## src/rtl/shift_reg_tap_if.sv

```systemverilog
// Signal bundle for the tapped shift register.
// The master drives the control and data inputs; the slave (the register)
// returns the selected tap word together with its fill qualifiers.
//
// Qualifier semantics: there is no ready/backpressure. data_in is captured
// on every rising clk edge where shift_en=1 and clear=0. data_out is
// meaningful only while out_valid=1; out_valid and data_out follow tap_sel
// combinationally within the same cycle.
interface shift_reg_tap_if #(
   parameter int WIDTH = 8,
   parameter int DEPTH = 64
) ();
   localparam int TAP_W = $clog2(DEPTH);

   logic             shift_en;
   logic             clear;
   logic [TAP_W-1:0] tap_sel;
   logic [WIDTH-1:0] data_in;
   logic [WIDTH-1:0] data_out;
   logic             out_valid;
   logic             full;

   modport master (
      output shift_en,
      output clear,
      output tap_sel,
      output data_in,
      input  data_out,
      input  out_valid,
      input  full
   );

   modport slave (
      input  shift_en,
      input  clear,
      input  tap_sel,
      input  data_in,
      output data_out,
      output out_valid,
      output full
   );
endinterface

```

## src/rtl/shift_reg_tap.sv

```systemverilog
// Configurable delay line: DEPTH stages of WIDTH bits with a runtime tap
// select, shift enable, synchronous clear and fill tracking so downstream
// logic can tell when the selected stage holds a real shifted-in word.
module shift_reg_tap #(
   parameter int WIDTH = 8,
   parameter int DEPTH = 64
) (
   input logic            clk,
   input logic            rst_n,
   shift_reg_tap_if.slave bus
);
   // Tap index width is derived from DEPTH; the fill counter needs one more
   // bit so it can represent DEPTH itself.
   localparam int               TAP_W    = $clog2(DEPTH);
   localparam logic [TAP_W:0]   FILL_MAX = (TAP_W + 1)'(DEPTH);
   localparam logic [TAP_W-1:0] LAST_TAP = TAP_W'(DEPTH - 1);

   logic [WIDTH-1:0] r_stage [DEPTH];
   logic [TAP_W:0]   r_fill_cnt;
   logic [TAP_W-1:0] w_eff_tap;
   logic             w_full;
   logic             w_do_shift;

   // A shift happens only when clear is not asserted; clear always wins.
   assign w_do_shift = bus.shift_en && !bus.clear;
   assign w_full     = (r_fill_cnt == FILL_MAX);

   // Stage storage: clear zeroes everything, a shift moves each word one
   // stage deeper and the word leaving the last stage is dropped.
   always_ff @(posedge clk or negedge rst_n) begin
      if (!rst_n) begin
         for (int i = 0; i < DEPTH; i++) begin
            r_stage[i] <= '0;
         end
      end else if (bus.clear) begin
         for (int i = 0; i < DEPTH; i++) begin
            r_stage[i] <= '0;
         end
      end else if (w_do_shift) begin
         r_stage[0] <= bus.data_in;
         for (int i = 1; i < DEPTH; i++) begin
            r_stage[i] <= r_stage[i-1];
         end
      end
   end

   // Fill counter: number of stages holding shifted-in data, saturating at
   // DEPTH so it never wraps once the line is full.
   always_ff @(posedge clk or negedge rst_n) begin
      if (!rst_n) begin
         r_fill_cnt <= '0;
      end else if (bus.clear) begin
         r_fill_cnt <= '0;
      end else if (w_do_shift && !w_full) begin
         r_fill_cnt <= r_fill_cnt + 1'b1;
      end
   end

   // Tap clamp: a tap beyond the last stage reads the last stage. This only
   // bites when DEPTH is not a power of two.
   always_comb begin
      w_eff_tap = LAST_TAP;
      if ({1'b0, bus.tap_sel} < FILL_MAX) begin
         w_eff_tap = bus.tap_sel;
      end
   end

   // Outputs are purely combinational from registered state and the tap, so
   // a tap change is visible in the same cycle.
   assign bus.data_out  = r_stage[w_eff_tap];
   assign bus.out_valid = (r_fill_cnt > {1'b0, w_eff_tap});
   assign bus.full      = w_full;

endmodule

```

## src/flat_wrapper.sv

```systemverilog
// flat-port wrapper written by rule: the top's interface ports become plain ports
module shift_reg_tap_flat 
#(
   parameter int WIDTH = 8,
   parameter int DEPTH = 64
)
  (clk, rst_n, bus_shift_en, bus_clear, bus_tap_sel, bus_data_in, bus_data_out, bus_out_valid, bus_full);
  shift_reg_tap_if #(.WIDTH(WIDTH), .DEPTH(DEPTH)) bus_i ();
  input logic clk;
  input logic rst_n;
  input wire logic [$bits(bus_i.shift_en)-1:0] bus_shift_en;
  input wire logic [$bits(bus_i.clear)-1:0] bus_clear;
  input wire logic [$bits(bus_i.tap_sel)-1:0] bus_tap_sel;
  input wire logic [$bits(bus_i.data_in)-1:0] bus_data_in;
  output wire logic [$bits(bus_i.data_out)-1:0] bus_data_out;
  output wire logic [$bits(bus_i.out_valid)-1:0] bus_out_valid;
  output wire logic [$bits(bus_i.full)-1:0] bus_full;
  assign bus_i.shift_en = bus_shift_en;
  assign bus_i.clear = bus_clear;
  assign bus_i.tap_sel = bus_tap_sel;
  assign bus_i.data_in = bus_data_in;
  assign bus_data_out = bus_i.data_out;
  assign bus_out_valid = bus_i.out_valid;
  assign bus_full = bus_i.full;
  shift_reg_tap #(.WIDTH(WIDTH), .DEPTH(DEPTH)) u_core (.clk(clk), .rst_n(rst_n), .bus(bus_i));
endmodule
```

## config.mk

```make
export PLATFORM = sky130hd
export DESIGN_NAME = shift_reg_tap_flat
export DESIGN_NICKNAME = d
export VERILOG_FILES = /design/src/rtl/shift_reg_tap_if.sv /design/src/rtl/shift_reg_tap.sv /design/src/flat_wrapper.sv
export SDC_FILE = /design/constraint.sdc
export NUM_CORES = 1
export LEC_CHECK = 0
export ABC_AREA = 1
export BUFFER_PORTS_ARGS = -buffer_cell sky130_fd_sc_hd__buf_2
export CORE_AREA = 2 2 193 195
export DETAILED_ROUTE_END_ITERATION = 10
export DIE_AREA = 0 0 195 197
export PLACE_DENSITY = 0.84
export SLEW_MARGIN = 10
export SYNTH_ARGS = -nofsm -noshare
export SYNTH_HDL_FRONTEND = slang
export SYNTH_SLANG_ARGS = --single-unit
```

## constraint.sdc

```tcl
create_clock -name clk -period 3.5 [get_ports clk]
set_input_delay 0 -clock clk [delete_from_list [all_inputs] [get_ports clk]]
set_output_delay 0 -clock clk [all_outputs]
set_load 0.005 [all_outputs]
```

* After elaboration in Yosys (flattened, before gate mapping) *
Index checks and enable logic that the tools add are counted.

word-level totals
  register bits = 519
  input bits = 18
  output and inout port bits = 10
  logic and storage cells = 83

cells by class
  add/sub/neg operators = 1
  magnitude comparators = 2
  eq/ne operators = 1
  multiplexer cells = 7
  bitwise logic cells = 1
  reductions and logical operators = 6

operators with widths
  cell                   count
  $mux W512              2
  $bmux W8 S6            1
  $mux W8                2
  $mux W7                2
  $add A7 B1 Y7 const B  1
  $eq A7 B7 Y1 const B   1
  $ge A7 B7 Y1 const B   1
  $gt A7 B6 Y1           1
  $not A6 Y7             1
  $reduce_bool A2 Y1     2
  $logic_and A1 B1 Y1    2
  $logic_not A1 Y1       2

* Logic depth before layout (Yosys ltp) *
Gate-level depths: netlist (run 1).

  depth in word-level cells = 5
  depth in mapped cells = 12
  depth with buffers taken out = 9

* Worst setup path before layout (run 1) *
OpenSTA, ideal clock, no wires.

  path kind = flip-flop to flip-flop
  start = register u_core.r_fill_cnt[0]
  end = register u_core.r_fill_cnt[3]
  setup time = 123 ps
  data arrival time = 1246 ps
  data required time = 3377 ps
  path slack = 2131 ps
  stages on the path, launching flop included = 9
  buffers on the path = 0
  clock period less this slack = 1369 ps
  path through = dfrtp_1 -> inv_1 -> ha_1 -> nand4_1 -> nand2_1 -> nand2_1 -> nand2_1 -> o21ai_0 -> a21oi_1

on the way
  longest elaborated chain between the ends = 4

ends and longest elaborated chain
  element                                                line                 text
  start: declaration                                     shift_reg_tap.sv:19  logic [TAP_W:0] r_fill_cnt;
  start signal: assignment                               shift_reg_tap.sv:55  r_fill_cnt <= r_fill_cnt + 1'b1;
  branches (longest 4 deep; another with $add A7 B1 Y7)  n/a

Several ways; the timed one is not identified. The select of a mux whose other input is x is not followed.
A chain may end at the register's enable or synchronous reset.

* Worst setup path after layout (run 1) *
  start = input bus_tap_sel[0]
  end = output bus_data_out[4]

on the way
  longest elaborated chain between the ends = 4

ends and longest elaborated chain
  element                                      line                 text
  start: declaration                           flat_wrapper.sv:13   input wire logic [$bits(bus_i.tap_sel)-1:0] bus_tap_sel;
  $not A6 Y7 (not written as such)             shift_reg_tap.sv:70  assign bus.data_out = r_stage[w_eff_tap];
  $bmux W8 S6                                  shift_reg_tap.sv:70
  $mux W8 (not written as such) (2 in series)  shift_reg_tap.sv:70
  end: declaration                             flat_wrapper.sv:15   output wire logic [$bits(bus_i.data_out)-1:0] bus_data_out;

No other way between the ends. The select of a mux whose other input is x is not followed.

==> flow_summary.toml, run 1 <==
[floorplan]
floorplan.die.height_um = 197
floorplan.die_area_mm2 = 0.0384
chipWidth_um = 195
fp-row-count = 70
initial_cell_density_of_the_core_pct = 67.6
floorplan.io_pins = 28
placeableCoreArea_mm2 = 0.0363

[final_layout]
antennaDiodeCount = 0
area.growth.synth_to_final_pct = 7.74
final_layout_size_suffix_gt1_share_pct = 5.45
finish.cell_count_without_fillers = 3349
layout_nets = 2868

[power]
power.density_mw_per_mm2 = 482
power_switching_share_pct = 24.3
highest_ir_drop_seen_on_vdd_v = 0.000385
power.clock.fraction_pct = 44.8
switch_pwr_w = 0.00309
cellLeakagePower_nw = 11.3
intPower_w = 0.00964
p_comb_share_pct = 7.7
p_seq_share_pct = 47.4

[clock_tree]
post_cts_hold_buffer_count = 15
cts_inserted_buffers = 51
cts_tree = "done"
cts-htree-levels = 2
post-cts-setup-buffer-count = 0
insertion_delay_ps = 610
ctsLongestPathBuffers = 3
ctsRootBufferMaster = "clkbuf_16"
cts_num_sinks = 519
post_cts_resize_count = 0
clk_pin_slew_worst_paths_ps = 60

[worst_setup_path]
path_max_fanout = 82
worst_r2r_path_depth = 8
cp_required_ps = 3500
regToRegSetupSlack_ps = 1860
r2r_end = "u_core.r_fill_cnt[3]$_DFFE_PN0P_"
reg2reg_from = "u_core.r_fill_cnt[0]$_DFFE_PN0P_"
kind_of_end_point_of_the_critical_path = "output pin"
cp_data_arrival_time_ps = 2410
criticalPathCategory = "in2out"
critical_path.startpoint_type = "input port"

[timing]
min_period_over_period_pct = 68.9
headroom_to_the_max_slew_limit_pct = 33.5
timing_max_transition_violations_final = 0
worstMarginPinSlew_ps = 997
fin_worst_skew_ps = 19.1
max_freq_mhz = 415
finalSetupViolCount = 0
finalWorstSetupSlack_ps = 1090
setup-tns-final_ps = 0
grt_setup_unrepaired = "false"
hold_viol_final = 0
min_period_ps = 2410

[logic_synthesis]
synth_enable_flop_cells = 0
post_synth_instance_area_mm2 = 0.0245
synth_seq_cells = 519
synth.lib_cells_used.distinct = 27
fraction_of_synthesized_cell_area_taken_by_the_top_area_cell_type_pct = 53.0
synth_ff_type = "dfrtp_1"
post-synth-top-area-cell = "dfrtp_1"
synth_cells = 2925
ys_async_sr_fraction_pct = 100
synth_sequential_area_ratio_pct = 53.0
ys_top_cells_by_area = "dfrtp_1 (53%), o22ai_1 (13%), nand2_1 (10%)"
postSynthNetCount = 2951
syn-mean-instance-area_um2 = 8.38
number_of_warnings_reported_in_the_yosys_synthesis_log = 0

[detailed_routing]
drtIter0Drc = 2079
wl_um = 60300
vias_per_cell = 6.15
detail_route.first_pass.iterations = 6
drc = 0
routedWlPerCell_um = 18.0
postRouteAntennaNets = 0
num_vias = 20600

[global_routing]
grt_antenna_before_repair = 2
grt_remaining_overflow = 0
global_route_wire_length_before_repair_um = 100000
total_track_usage_pct = 31.9
grt_max_degree = 136
number_of_global_route_vias_before_repair = 20400

[placed_design]
routabilityCongestion = 0.825
port_buffers = 27
place_ws_ps = 1260
dp.cells = 3242
place.detailed.hpwl_um = 33600

[hold_path]
worstHoldPathType = "in2async"

[run_status]
run_status = "finished, final reports clean"

[run]
drv.max_cap_violation_count = 0
[routing by layer]
layer	vias up	part of all wire, %	global-route usage [%]
li1	9487	-	-
met1	10000	41	42.6
met2	848	48	51.5
met3	210	6.8	5.12
met4	4	4.3	15.8
met5	-	0.063	0
[power groups by stage]
stage,sequential (W),combinational [W],clock [W]
floorplan,0.00614,0.000624,0
global placement,0.00615,0.000933,0
detailed placement,0.00615,0.000948,0
CTS,0.00604,0.000969,0.00576
global route,0.00603,0.00107,0.00601
finish,0.00604,0.000983,0.00571
[cell usage after synthesis (2+ instances only)]
library cell and count:
inv_1 518, nor2_1 7, nor3_1 6, ha_1 8, nand3_1 441, clkinv_1 2
clkbuf_1 24, dfrtp_1 519, o22ai_1 496, buf_6 35, o21ai_0 21, a21oi_1 6
nand2_1 670, buf_4 34, inv_2 2, buf_2 114, buf_1 12
[registers in the layout (all words and copies together), names as in the netlist]
signal and cells:
u_core.r_stage 512, u_core.r_fill_cnt 7
[area by class of cell]
class | instances | area (um2)
Multi-Input combinational cell | 1662 | 8180
Tap cell | 468 | 586
Fill cell | 2646 | 9850
Timing Repair Buffer | 85 | 930
Clock inverter | 14 | 225
Inverter | 523 | 1980
Clock buffer | 78 | 1530
Sequential cell | 519 | 13000
[worst max-delay path by stage]
stage	from	end	slack [ps]	depth (start not counted)
after floorplan	u_core.r_fill_cnt[0]$_DFFE_PN0P_	u_core.r_fill_cnt[3]$_DFFE_PN0P_	2130	8
after global placement	bus_tap_sel[0]	bus_data_out[1]	1260	12
after detailed placement	bus_tap_sel[0]	bus_data_out[1]	1260	12
after CTS	bus_tap_sel[0]	bus_data_out[4]	1250	12
after global routing	bus_tap_sel[0]	bus_data_out[4]	1030	12
final	bus_tap_sel[0]	bus_data_out[4]	1090	12
[cell families (layout without fill, tap and decap cells)]
| kind of cell | count (synthesis) | count (layout) | synth area share (%) |
|---|---|---|---|
| AOI/OAI and AO/OA | 525 | 525 | 13.3 |
| xor gates and xnor gates | 1 | 1 | 0.0357 |
| adders and majority gates | 8 | 8 | 0.408 |
| buffers and inverters | 744 | 700 | 13.7 |
| DFF | 519 | 519 | 53.0 |
| and+or+nand+nor | 1128 | 1128 | 19.6 |
[worst max-delay path, stage by stage]
cell and delay, ps:
clkbuf_8 330, inv_8 510, buf_12 340, nand2_1 90, nand3_1 90, nand3_1 120, nand2_1 140, nand2_1 60
nand3_1 160, nand3_1 80, nand2_1 180, buf_2 160
[through the flow]
step                power [W]  utilization (%)  hold WS (ps)  instance area [um2]
detailed placement    0.00709             67.6           165                24500
global route           0.0131             72.8           208                26400
CTS                    0.0128             72.8           137                26400
floorplan             0.00677                -          -296                24500
global placement      0.00708             67.6           152                24500
finish                 0.0127             72.8           109                26400
[layout by cell type (no fill, tap or decap), drive strengths merged]
cell         Yosys  layout
a21oi            6       6
o21ai           21      21
buf            197      69
o31ai            1       1
o22ai          496     496
clkinvlp         0       3
dlygate4sd3      0      15
nor3             6       6
clkbuf          24      79
inv            521     521
nand4            1       1
xor2             1       1
and3             1       1
nand2          670     670
nor4             1       1
ha               8       8
bufinv           0       5
clkinv           2       8
a31oi            1       1
dfrtp          519     519
nor2             8       8
nand3          441     441
Note: power is estimated with default switching activity, not from simulation.
==> run 2: changes to the inputs <==
--- a/config.mk
+++ b/config.mk
@@ -7,10 +7,10 @@
 export LEC_CHECK = 0
 export ABC_AREA = 1
 export BUFFER_PORTS_ARGS = -buffer_cell sky130_fd_sc_hd__buf_2
-export CORE_AREA = 2 2 193 195
+export CORE_AREA = 2 2 211 213
 export DETAILED_ROUTE_END_ITERATION = 10
-export DIE_AREA = 0 0 195 197
-export PLACE_DENSITY = 0.84
+export DIE_AREA = 0 0 213 215
+export PLACE_DENSITY = 0.75
 export SLEW_MARGIN = 10
 export SYNTH_ARGS = -nofsm -noshare
 export SYNTH_HDL_FRONTEND = slang
==> constraint.sdc (replaced) <==
create_clock -name clk -period 2.2 [get_ports clk]
set_input_delay 0 -clock clk [delete_from_list [all_inputs] [get_ports clk]]
set_output_delay 0 -clock clk [all_outputs]
set_load 0.005 [all_outputs]
==> run 2 against run 1 <==
Compared with the run above:
- sequential cell count did not move
- critical endpoint is now bus_data_out[2]
- sequential power rose by 59%
- routed wire length barely moved
==> flow_summary.toml, run 2 (same netlist as run 1, synthesis figures left out) <==
[final_layout]
fin_area_mm2 = 0.0270
layout_top_registers = "u_core.r_stage (512), u_core.r_fill_cnt (7)"
largest_register_ff_count = 512
registers.top_by_ff_count = "u_core.r_stage"
area.growth.synth_to_final_pct = 10.0
layout_common_cells = "nand2_1 (669), dfrtp_1 (518), inv_1 (516), o22ai_1 (496), nand3_1 (441)"
layout_nets = 2900
fillerInstances = 3603
final_layout_size_suffix_gt1_share_pct = 6.42
leading_cell_type_in_the_layout_fill_and_taps_excluded = "nand2_1"

[clock_tree]
ctsRootBufferMaster = "clkbuf_16"
cts_inserted_buffers = 54
clk_pin_slew_worst_paths_ps = 60
cts_num_sinks = 519
insertion_delay_ps = 600
cts_tree = "done"
ctsLongestPathBuffers = 3
cts-htree-levels = 2
post-cts-setup-buffer-count = 0

[timing]
setup-tns-final_ps = 0
worstMarginPinSlew_ps = 652
finalSetupViolCount = 0
grt_setup_unrepaired = "false"
fin_worst_skew_ps = 13.0
max_freq_mhz = 472
hold_viol_final = 0
timing_max_transition_violations_final = 0
min_period_over_period_pct = 96.3
min_period_ps = 2120
headroom_to_the_max_slew_limit_pct = 56.6

[global_routing]
grt_max_degree = 106
grt_antenna_before_repair = 2
number_of_global_route_vias_before_repair = 20300
total_track_usage_pct = 27.0
grt_remaining_overflow = 0
global_route_wire_length_before_repair_um = 101000

[floorplan]
floorplan.die.height_um = 215
chipWidth_um = 213
fp-row-count = 77
placeableCoreArea_mm2 = 0.0436
initial_cell_density_of_the_core_pct = 56.2
floorplan.io_pins = 28
floorplan.die_area_mm2 = 0.0458

[power]
highest_ir_drop_seen_on_vdd_v = 0.000594
power.density_mw_per_mm2 = 758
cellLeakagePower_nw = 11.5

[detailed_routing]
wl_um = 60300
num_vias = 20200
postRouteAntennaNets = 0
detail_route.first_pass.iterations = 5
vias_per_cell = 5.76
routedWlPerCell_um = 17.2
drc = 0
drtIter0Drc = 1831

[worst_setup_path]
cp_top_family = "simple AND/OR/NAND/NOR gates"
crit_chain = "nand2_1 > nand3_1 > nand3_1 > nand2_1 > nand2_1 > nand3_1 > nand3_1 > nand2_1 > buf_2"
critical_path.startpoint_type = "flop"
criticalPathCategory = "reg2out"
slowest_stage = "dfrtp_1"
path_max_fanout = 2
max_stage_delay_ps = 380
cp_data_arrival_time_ps = 2120
kind_of_end_point_of_the_critical_path = "output pin"
worstPathBufferInverterCount = 1
cp_required_ps = 2200

[placed_design]
place.detailed.hpwl_um = 35100
routabilityCongestion = 0.808
port_buffers = 27
dpl-instance-area_mm2 = 0.0250

[run_status]
run_status = "finished, final reports clean"

[run]
drv.max_cap_violation_count = 0

[hold_path]
worstHoldPathType = "in2async"
[run 2: cell types whose count changed in the layout (fill, tap and decap cells not counted), moves of 2 or more]
cell        change
buf_4          +16
bufinv_16       -2
clkinv_8        -2
clkbuf_16       +4
clkinvlp_4      -2
clkbuf_1        +4
buf_12         +12
[run 2: path summary, 6_finish.rpt]
path / startpoint / end / slack (ps) / cells past startpoint
worst max-delay path: u_core.r_stage[226]$_DFFE_PN0P_ / bus_data_out[2] / 80 / 9
worst min-delay path: rst_n / u_core.r_stage[160]$_DFFE_PN0P_ / 10 / 2
worst max register to register: u_core.r_fill_cnt[0]$_DFFE_PN0P_ / u_core.r_fill_cnt[3]$_DFFE_PN0P_ / 620 / 8
worst min register to register: u_core.r_stage[7]$_DFFE_PN0P_ / u_core.r_stage[7]$_DFFE_PN0P_ / 520 / 2
max in group asynchronous: rst_n / u_core.r_fill_cnt[2]$_DFFE_PN0P_ / 1280 / 3
min in group clk: bus_clear / u_core.r_fill_cnt[2]$_DFFE_PN0P_ / 210 / 3
[run 2: final cells by class]
cell class | count | area, um2 | area share, %
well taps | 592 | 741 | 2.75
clock inverters | 10 | 131 | 0.487
diodes | 1 | 2.50 | 0.00928
multi-input cells | 1662 | 8180 | 30.3
clock buffers | 87 | 1660 | 6.14
inverters | 523 | 1980 | 7.34
flip-flops and latches | 519 | 13000 | 48.1
repair buffers | 114 | 1300 | 4.82
[run 2: power breakdown]
part	total, W	switching [W]	internal [W]
logic	0.00163	0.00118	0.000453
registers	0.00961	0.0000275	0.00958
clock network	0.00920	0.00373	0.00546
[run 2: metal layers]
layer,vias up,track usage (%),routed length (um)
li1,9556,-,-
met5,-,0,13
met4,2,9.63,1650
met3,129,4.91,4130
met2,604,44.6,29200
met1,9907,35.8,25300
[run 2: timing repair]
| action | CTS | global route |
|---|---|---|
| hold buffers | 16 | 0 |
| endpoints found under the setup margin | 0 | 1 |
| hold endpoints to repair | 520 | 0 |
| gates resized for setup | 0 | 2 |
[run 2: stage by stage]
step / hold slack (ps) / util [%] / instances / total power (W) / worst slack (ps)
floorplan: -296 / - / 2925 / 0.0108 / 831
global placement: 40.6 / 57.3 / 3394 / 0.0114 / 461
detailed placement: 46.8 / 57.3 / 3394 / 0.0114 / 456
CTS: 6.53 / 61.8 / 3507 / 0.0206 / 27.0
global route: 52.5 / 61.8 / 3507 / 0.0211 / 6.72
finish: 13.0 / 61.8 / 3508 / 0.0204 / 81.2
